File: src/rtl/board_pkg.sv
// board_pkg: shared constants and types for the tic-tac-toe board controller.
// Screen partition bounds, FSM state encoding, winner encodings and the
// table of the eight winning lines (cell indices 0..8, row-major).
package board_pkg;

    // Inclusive upper bounds of each column / row on a 1024x768 screen.
    localparam logic [11:0] COL0_MAX = 12'd340;
    localparam logic [11:0] COL1_MAX = 12'd684;
    localparam logic [11:0] COL2_MAX = 12'd1023;
    localparam logic [11:0] ROW0_MAX = 12'd256;
    localparam logic [11:0] ROW1_MAX = 12'd514;
    localparam logic [11:0] ROW2_MAX = 12'd767;

    typedef enum logic [1:0] {
        ST_IDLE  = 2'd0,
        ST_PLACE = 2'd1,
        ST_CHECK = 2'd2,
        ST_DONE  = 2'd3
    } state_t;

    localparam logic [1:0] WIN_NONE = 2'b00;
    localparam logic [1:0] WIN_X    = 2'b01;
    localparam logic [1:0] WIN_O    = 2'b10;
    localparam logic [1:0] WIN_DRAW = 2'b11;

    localparam int NUM_LINES = 8;

    // Line L occupies WIN_LINES[L]; element order: rows 0-2, columns 0-2,
    // main diagonal, anti-diagonal (listed here from line 7 down to line 0).
    localparam logic [NUM_LINES-1:0][2:0][3:0] WIN_LINES = {
        {4'd2, 4'd4, 4'd6},
        {4'd0, 4'd4, 4'd8},
        {4'd2, 4'd5, 4'd8},
        {4'd1, 4'd4, 4'd7},
        {4'd0, 4'd3, 4'd6},
        {4'd6, 4'd7, 4'd8},
        {4'd3, 4'd4, 4'd5},
        {4'd0, 4'd1, 4'd2}
    };

endpackage

File: src/rtl/cell_decode.sv
// cell_decode: maps a screen position to a board cell index (3*row + col)
// and a valid flag. Positions outside 1024x768 report no cell (index 0).
module cell_decode
    import board_pkg::*;
(
    input  logic [11:0] i_x,
    input  logic [11:0] i_y,
    output logic [3:0]  o_index,
    output logic        o_valid
);

    logic [1:0] w_col;
    logic [1:0] w_row;
    logic       w_col_ok;
    logic       w_row_ok;

    // Threshold compare on each axis, then combine into a cell index.
    always_comb begin
        w_col    = 2'd0;
        w_row    = 2'd0;
        w_col_ok = 1'b1;
        w_row_ok = 1'b1;

        if (i_x <= COL0_MAX)      w_col = 2'd0;
        else if (i_x <= COL1_MAX) w_col = 2'd1;
        else if (i_x <= COL2_MAX) w_col = 2'd2;
        else                      w_col_ok = 1'b0;

        if (i_y <= ROW0_MAX)      w_row = 2'd0;
        else if (i_y <= ROW1_MAX) w_row = 2'd1;
        else if (i_y <= ROW2_MAX) w_row = 2'd2;
        else                      w_row_ok = 1'b0;

        o_valid = w_col_ok & w_row_ok;
        o_index = o_valid ? (({2'b00, w_row} * 4'd3) + {2'b00, w_col}) : 4'd0;
    end

endmodule

File: src/rtl/board_ctl.sv
// board_ctl: tic-tac-toe game controller driven by a mouse cursor.
// Inputs are registered once, a rising edge of the button is a click, and a
// four-state FSM (IDLE/PLACE/CHECK/DONE) places marks and scores the board.
// Optional feature: define HOVER_HIGHLIGHT_EN to drive square_sel with the
// free cell under the cursor; otherwise square_sel is tied to zero.
module board_ctl
    import board_pkg::*;
(
    input  logic        pclk,
    input  logic        rst,
    input  logic [11:0] mouse_xpos,
    input  logic [11:0] mouse_ypos,
    input  logic        mouse_left,
    input  logic        new_game,
    output logic [8:0]  square_sel,
    output logic [8:0]  occupied,
    output logic [8:0]  owner,
    output logic        turn,
    output logic [1:0]  winner,
    output logic        game_over
);

    logic [11:0] r_xpos;
    logic [11:0] r_ypos;
    logic        r_left;
    logic        r_left_prev;

    state_t      r_state;
    state_t      w_state_next;

    logic [3:0]  r_cell;
    logic [8:0]  r_occupied;
    logic [8:0]  r_owner;
    logic        r_turn;
    logic [1:0]  r_winner;
    logic        r_game_over;

    logic [3:0]  w_index;
    logic        w_valid;
    logic        w_click;
    logic        w_accept;

    logic [NUM_LINES-1:0] w_line_x;
    logic [NUM_LINES-1:0] w_line_o;
    logic [1:0]           w_winner_eval;

    // Stage 1: capture cursor and button; keep one cycle of button history.
    always_ff @(posedge pclk) begin
        if (rst) begin
            r_xpos      <= 12'd0;
            r_ypos      <= 12'd0;
            r_left      <= 1'b0;
            r_left_prev <= 1'b0;
        end else begin
            r_xpos      <= mouse_xpos;
            r_ypos      <= mouse_ypos;
            r_left      <= mouse_left;
            r_left_prev <= r_left;
        end
    end

    cell_decode u_cell_decode (
        .i_x     (r_xpos),
        .i_y     (r_ypos),
        .o_index (w_index),
        .o_valid (w_valid)
    );

    assign w_click  = r_left & ~r_left_prev;
    assign w_accept = w_click & w_valid & ~r_occupied[w_index];

    // One evaluator per winning line: fully occupied with all-X or all-O.
    for (genvar gi = 0; gi < NUM_LINES; gi++) begin : g_line
        localparam logic [3:0] A = WIN_LINES[gi][0];
        localparam logic [3:0] B = WIN_LINES[gi][1];
        localparam logic [3:0] C = WIN_LINES[gi][2];
        logic w_full;
        assign w_full       = r_occupied[A] & r_occupied[B] & r_occupied[C];
        assign w_line_x[gi] = w_full & ~(r_owner[A] | r_owner[B] | r_owner[C]);
        assign w_line_o[gi] = w_full & r_owner[A] & r_owner[B] & r_owner[C];
    end

    // Score the current board: a completed line wins, a full board draws.
    always_comb begin
        w_winner_eval = WIN_NONE;
        if (|w_line_x)          w_winner_eval = WIN_X;
        else if (|w_line_o)     w_winner_eval = WIN_O;
        else if (&r_occupied)   w_winner_eval = WIN_DRAW;
    end

    // FSM state register.
    always_ff @(posedge pclk) begin
        if (rst) r_state <= ST_IDLE;
        else     r_state <= w_state_next;
    end

    // FSM next-state: new_game wins over everything; clicks only count in IDLE.
    always_comb begin
        w_state_next = r_state;
        if (new_game) begin
            w_state_next = ST_IDLE;
        end else begin
            unique case (r_state)
                ST_IDLE:  if (w_accept) w_state_next = ST_PLACE;
                ST_PLACE: w_state_next = ST_CHECK;
                ST_CHECK: w_state_next = (w_winner_eval != WIN_NONE) ? ST_DONE : ST_IDLE;
                ST_DONE:  w_state_next = ST_DONE;
                default:  w_state_next = ST_IDLE;
            endcase
        end
    end

    // Board, turn and result registers, updated in step with the FSM.
    always_ff @(posedge pclk) begin
        if (rst || new_game) begin
            r_cell      <= 4'd0;
            r_occupied  <= 9'd0;
            r_owner     <= 9'd0;
            r_turn      <= 1'b0;
            r_winner    <= WIN_NONE;
            r_game_over <= 1'b0;
        end else begin
            unique case (r_state)
                ST_IDLE: begin
                    if (w_accept) r_cell <= w_index;
                end
                ST_PLACE: begin
                    r_occupied[r_cell] <= 1'b1;
                    r_owner[r_cell]    <= r_turn;
                    r_turn             <= ~r_turn;
                end
                ST_CHECK: begin
                    r_winner    <= w_winner_eval;
                    r_game_over <= (w_winner_eval != WIN_NONE);
                end
                default: begin
                end
            endcase
        end
    end

`ifdef HOVER_HIGHLIGHT_EN
    logic [8:0] r_square_sel;

    // Highlight the free cell under the cursor while the game is live.
    always_ff @(posedge pclk) begin
        if (rst) begin
            r_square_sel <= 9'd0;
        end else if (w_valid && !r_game_over) begin
            r_square_sel <= (9'd1 << w_index) & ~r_occupied;
        end else begin
            r_square_sel <= 9'd0;
        end
    end

    assign square_sel = r_square_sel;
`else
    assign square_sel = 9'd0;
`endif

    assign occupied  = r_occupied;
    assign owner     = r_owner;
    assign turn      = r_turn;
    assign winner    = r_winner;
    assign game_over = r_game_over;

endmodule

File: config.mk
export PLATFORM = sky130hd
export DESIGN_NAME = board_ctl
export DESIGN_NICKNAME = d
export VERILOG_FILES = /design/src/rtl/board_pkg.sv /design/src/rtl/cell_decode.sv /design/src/rtl/board_ctl.sv
export SDC_FILE = /design/constraint.sdc
export NUM_CORES = 1
export LEC_CHECK = 0
export BUFFER_PORTS_ARGS = -buffer_cell sky130_fd_sc_hd__buf_4
export CORE_MARGIN = 5
export CORE_UTILIZATION = 45
export CTS_CLUSTER_DIAMETER = 200
export DETAILED_ROUTE_END_ITERATION = 8
export HOLD_SLACK_MARGIN = 0.15
export PLACE_DENSITY = 0.65
export SLEW_MARGIN = 10
export SYNTH_ARGS = -nofsm -noshare
export SYNTH_HDL_FRONTEND = slang
export SYNTH_SLANG_ARGS = --single-unit
File: constraint.sdc
create_clock -name pclk -period 6.93 [get_ports pclk]
set_input_delay 0.3465 -clock pclk [delete_from_list [all_inputs] [get_ports pclk]]
set_output_delay 0.3465 -clock pclk [all_outputs]
set_load 0.01 [all_outputs]
# After elaboration in Yosys (flattened, before gate mapping)
# Cells that the tools add are included.
[word_totals]
reg_bits = 54
in_bits = 28
out_inout_bits = 31
wordCells = 139
[classes]
n_addsub = 1
multipliers = 1
n_lt_le_gt_ge = 9
eq_ne = 4
n_mux = 24
bitwise = 80
reduce_logical = 9
[op_table]
columns = ["op", "count"]
rows = [
  ["$and A1 B1 Y1", 52],
  ["$le A12 B10 Y1 const B", 4],
  ["$le A12 B9 Y1 const B", 2],
  ["$mux W2", 11],
  ["$or A1 B1 Y1", 16],
  ["$reduce_or A8 Y1", 2],
  ["$not A1 Y1", 11],
  ["$lt A4 B5 Y1 const B", 2],
  ["$bwmux W9", 1],
  ["$or A9 B9 Y9", 1],
  ["$reduce_and A9 Y1", 1],
  ["$mux W1", 8],
  ["$pmux W2 S4", 1],
  ["$add A4 B2 Y4", 1],
  ["$bmux W1 S4", 1],
  ["$demux W1 S4", 1],
  ["$eq A2 B2 Y1 const B", 2],
  ["$ge A4 B1 Y1 const B", 1],
  ["$mul A2 B2 Y4 const B", 1],
  ["$mux W4", 1],
  ["$eq A2 B1 Y1 const B", 1],
  ["$logic_not A2 Y1", 1],
  ["$ne A2 B2 Y1 const B", 1],
  ["$reduce_and A2 Y1", 1],
  ["4 further kinds", 4],
]

# Depth between registers and ports, before layout
[depth]
word_depth = 13
ltp_mapped = 14
depth_no_buf = 14

# Hierarchy
# Synthesis repeated with hierarchy kept, for this count alone.
[unflattened]
hier_cells = 276
hier_area_um2 = 2444.8
[modules_own_cells]
columns = ["mod", "instances", "cells_per_inst", "area_each_um2", "seq_area_each_um2"]
rows = [
  ["board_ctl", 1, 232, 2163.3, 1081.0],
  ["cell_decode", 1, 44, 281.5, 0.0],
]

# Least setup slack after synthesis
# OpenSTA, ideal clock, no wires.
[synth_path]
path_kind = "reg-to-reg"
from = "reg r_xpos[1]"
to = "reg r_cell[2]"
setup_ns = 0.115
arrival_time_ns = 2.987
t_required_ns = 6.815
path_slack_ns = 3.828
path_stages_with_launch = 15
path_buffers = 0
period_less_slack_ns = 3.102
path_cell_list = "dfxtp_1 > o211a_1 > o21a_1 > o21a_1 > o21ai_0 > nor3_1 > fa_1 > ha_1 > inv_1 > fa_1 > nand2_1 > o31ai_1 > a211oi_2 > and3_1 > a31o_1"
[synth_via]
elab_chain_cells = 11
elab_cells_between_ends = 18
cone_classes = "add/sub: 1; order compare: 3; mux: 9; bitwise: 4; reduce/logical: 1"
[synth_rtl]
columns = ["item", "line", "source"]
rows = [
  ["from (decl)", "board_ctl.sv:23", "logic [11:0] r_xpos;"],
  ["from (signal assigned)", "board_ctl.sv:55", "r_xpos <= mouse_xpos;"],
  ["$le A12 B10 Y1", "cell_decode.sv:26", "else if (i_x <= COL2_MAX) w_col = 2'd2;"],
  ["$mux W2 / $mux W1 (equally long branches)", "cell_decode.sv:26", ""],
  ["$mux W2 / $mux W1 (equally long branches)", "cell_decode.sv:25", "else if (i_x <= COL1_MAX) w_col = 2'd1;"],
  ["$mux W2 / $mux W1 (equally long branches)", "cell_decode.sv:24", "if (i_x <= COL0_MAX) w_col = 2'd0;"],
  ["$add A4 B2 Y4 / $and A1 B1 Y1 (equally long branches)", "cell_decode.sv:35, cell_decode.sv:34", ""],
  ["$mux W4", "cell_decode.sv:35", "o_index = o_valid ? (({2'b00, w_row} * 4'd3) + {2'b00, w_col}) : 4'd0;"],
  ["$bmux W1 S4", "board_ctl.sv:70", "assign w_accept = w_click & w_valid & ~r_occupied[w_index];"],
  ["$mux W1 (implied by the code)", "board_ctl.sv:70", ""],
  ["$not A1 Y1", "board_ctl.sv:70", ""],
  ["$and A1 B1 Y1", "board_ctl.sv:70", ""],
  ["$reduce_and A2 Y1 (no line)", "--", ""],
  ["to (signal assigned)", "board_ctl.sv:125", "if (w_accept) r_cell <= w_index;"],
  ["to (decl)", "board_ctl.sv:31", "logic [3:0] r_cell;"],
]
# Several ways; a longest one is shown, not always the timed one. The select of a mux whose other input is x is not followed.
# A chain may end at the register's enable or synchronous reset.

# Final worst setup path
# Same ends and word-level chain as after synthesis.

==> reports/results.txt <==
The flow ran to the end, and the final reports show no timing, DRC or antenna violations. The fraction of the yosys area taken by sequential cells is 0.4357. Clock latency on the worst-skew pair, taken at its later pin, is 0.30 ns. During synthesis, Yosys emitted a total of 0 warnings. The DRC violations left came out at 0. The arrival time at the worst endpoint came out at 3.55 ns. After the first detailed-routing iteration, the DRC count stood at 176.

The root buffer cell chosen for the clock tree is clkbuf_8. Along the worst path, the maximum fanout reaches 4. The critical path is of the reg -> reg type. The floorplan has 27 rows.

STA classifies the critical path startpoint as a register. The number of hold violations in the final report is 0. The average wire per cell in the routed design was 13.80 um. Synthesis produced a netlist whose cell count is 281.

The post-synthesis async set-or-reset flop share works out to 0. The synthesized design spends more area on one cell type than any other, namely dfxtp_1. STA classifies the critical path endpoint as a register. In this run, CTS created clock tree buffers numbering 5. The tools report the initial core utilization as 0.4562. The least setup slack across all paths after layout was 3.588 ns; the share of layout cells above drive strength 1 was 0.2012. Buffers inserted to repair hold after CTS numbered 0. The area overhead of the layout relative to synthesis is 19.97%. No sink is reached through more buffers than the 2 on the longest clock path. The final total negative setup slack is 0 ns, and the count of clock tree sinks is 54.

Broken down by cell family, the worst path's largest delay share belongs to compound AO/OA/AOI/OAI gates. Setup repair after global routing left no endpoint under its margin. The peak clock frequency supported by timing was 299.2 MHz; the horizontal die dimension was 84.26 um. The tools report the final global-route overflow total as 0.

The number of antenna violations at the first check in global routing came out at 0. After synthesis, the cell types taking the most area are dfxtp_1 44%, nor2b_1 8.6%, nor2_1 5.3%, nand2_1 2.9%, mux2i_1 2.8%. Dividing total power by cell area gives a power density of 196.2 nW/um2. The number of vias per cell after detailed routing was 5.168.

After detailed routing, the total wire length is 5.521 mm. Post-cts gate resize count: 0. The logs give 0.4440 for the worst slew slack as a fraction of its limit and 2 for the count of H-tree levels built during CTS. The number of different library cells used by synthesis comes to 47.

The run gives 0.8528 as the global placer's final weighted congestion. The first global-routing pass estimated 9.190 mm of wire. The worst-case IR drop observed on VDD is 0.1050 mV. The critical path goes through o211a_1 -> o21a_1 -> o21a_1 -> o21ai_0 -> nor3_1 -> fa_1 -> ha_1 -> inv_1 -> fa_1 -> nand2_1 -> o31ai_1 -> a211oi_2 -> and3_1 -> a31o_1.

The longest individual stage delay on the worst path was 0.60 ns; the core area was 5439 um2. The tools report the number of diodes added for antenna fixing as 0. For the setup skew after layout, the log shows 0.008428 ns. The logs give 2481 um2 for the cell area after synthesis and 4.187 mm for the placed wire-length estimate after detailed placement. The slowest stage of the critical path belongs to the cell fa_1.

Averaged over all synthesized cells, the footprint is 8.830 um2. Summing internal, switching and leakage power gives 0.0005841 W. TritonCTS built the clock tree. In this run the count of I/O pins placed on the die edge is 59. Setup violations remaining at the end of the flow were counted as 0. The final route contains 2,067 vias.

The number of nets in the layout was 359. The clock transition at the register clock pins on the worst setup and hold paths after CTS works out to 0.10 ns. The first detailed-routing pass ran for 4 iterations. The top-area cell type share of the netlist area works out to 0.4357.

Part of the cycle the worst path needs: 0.4822. At the pin with the least slew margin, the transition time is 0.8310 ns. The standby leakage power was 1.171 nW; the largest net degree at the start of global routing was 29. In this run the tool buffered the top-level ports with 49 buffer cells.

The flop and latch count out of synthesis was 54; the post-route antenna net violation count was 0. The run gives 1,969 as the number of global-route vias before repair. The worst-case setup slack after placement is 3.595 ns, and the number of maximum-capacitance violations is 0.

The min-delay analysis places its worst path in the category in -> reg. The number of slew-limit violations in the final report came out at 0. After clock tree synthesis, the setup repair step added 0 buffers. The floorplan step defined a die boundary enclosing 7099 um2.

STA puts the critical path data required time at 7.14 ns. The primary flip-flop cell chosen by synthesis mapping is dfxtp_1. The minimum period implied by the final worst setup slack was 3.342 ns. The number of buffers and inverters on the critical path works out to 1.

The overall global routing resource usage is 0.1561, and the height of the die is 84.26 um. The synthesized design contains 0 enable-type register cells.
[final cells by class]
| cell class | count | area [um2] |
|---|---|---|
| Timing Repair Buffer | 49 | 367.9 |
| Multi-Input combinational cell | 212 | 1306 |
| Clock inverter | 3 | 43.79 |
| Clock buffer | 5 | 68.82 |
| Sequential cell | 54 | 1081 |
| Fill cell | 526 | 2462 |
| Inverter | 5 | 18.77 |
| Tap cell | 72 | 90.09 |
[worst reg2reg max path, stage by stage (launching register included)]
cell	delay, ns
dfxtp_1	0.32
o211a_1	0.22
o21a_1	0.16
o21a_1	0.16
o21ai_0	0.21
nor3_1	0.11
fa_1	0.50
ha_1	0.14
inv_1	0.04
fa_1	0.60
nand2_1	0.08
o31ai_1	0.25
a211oi_2	0.09
and3_1	0.20
a31o_1	0.18
[worst paths after layout]
kind | startpoint | slack (ns) | cells after the start | endpoint
hold / removal | mouse_xpos[10] | 0.24 | 2 | r_xpos[10]
hold reg to reg | r_left | 0.47 | 1 | r_left_prev
setup reg to reg | r_xpos[1] | 3.59 | 14 | r_cell[2]
setup / recovery | r_xpos[1] | 3.59 | 14 | r_cell[2]
[synthesized netlist by cell type, types with 2 or more instances]
cell / number
o21ai_0: 12
nor2b_1: 34
a31o_1: 2
o211a_1: 2
a21oi_1: 12
a211oi_2: 2
nor3b_1: 2
nand4_1: 10
or3_1: 3
clkbuf_1: 6
inv_1: 5
mux2i_1: 7
ha_1: 2
nor4bb_1: 6
nand2b_1: 5
dfxtp_1: 54
or2_2: 2
nor2_1: 35
nor3_1: 7
nand2_1: 19
o21a_1: 7
buf_2: 3
buf_4: 9
a31oi_1: 2
a211oi_1: 2
and3_1: 3
fa_1: 2
nand3_1: 7
[cells by family (layout without fill, tap and decap cells)]
family	after synthesis	count (layout)	share of synthesized area
other cells	1	9	0.001511
flops	54	54	0.4357
compound gates	50	50	0.1427
buf+inv	23	62	0.04992
mux	7	7	0.02824
simple gates	141	141	0.3122
xor+xnor	1	1	0.003531
fa+ha+maj	4	4	0.02622
[stage by stage]
step                      hold WS (ns)  std cells  area (um2)    util
after floorplan                 0.4294        289        2511       -
after global placement          0.4476        392        2864  0.5266
after detailed placement        0.4462        392        2864  0.5266
after CTS                       0.2407        400        2977  0.5473
after global routing            0.2378        400        2977  0.5473
final                           0.2429        400        2977  0.5473
[flip-flops by register name, summed over array words and instances, names as in the netlist]
name	cells
game_over	1
r_xpos	12
r_cell	4
winner	2
r_ypos	12
occupied	9
r_left	1
r_left_prev	1
r_state	2
owner	9
turn	1
[power breakdown]
part	internal, W	switching (W)
logic	0.0000250	0.0000250
clock network	0.000108	0.000103
registers	0.000318	0.00000444
total	0.000452	0.000132
[cell usage in the layout (no fill, tap or decap), types with 3 or more instances in the layout]
master    synthesis  layout
dfxtp_1          54      54
buf_4             9      49
nor2_1           35      35
nor2b_1          34      34
nand2_1          19      19
o21ai_0          12      12
a21oi_1          12      12
nand4_1          10      10
conb_1            1       9
o21a_1            7       7
nor3_1            7       7
mux2i_1           7       7
nand3_1           7       7
nor4bb_1          6       6
inv_1             5       5
nand2b_1          5       5
clkbuf_8          0       5
and3_1            3       3
or3_1             3       3
[layer usage]
metal	GRT usage	share of wire	vias to the layer above
met2	0.2633	0.48	56
met5	0	0	-
met1	0.2054	0.46	952
met3	0.02748	0.053	6
met4	0.04240	0.0096	0
li1	-	-	1053
No activity file was read; power rests on OpenSTA's default activity.
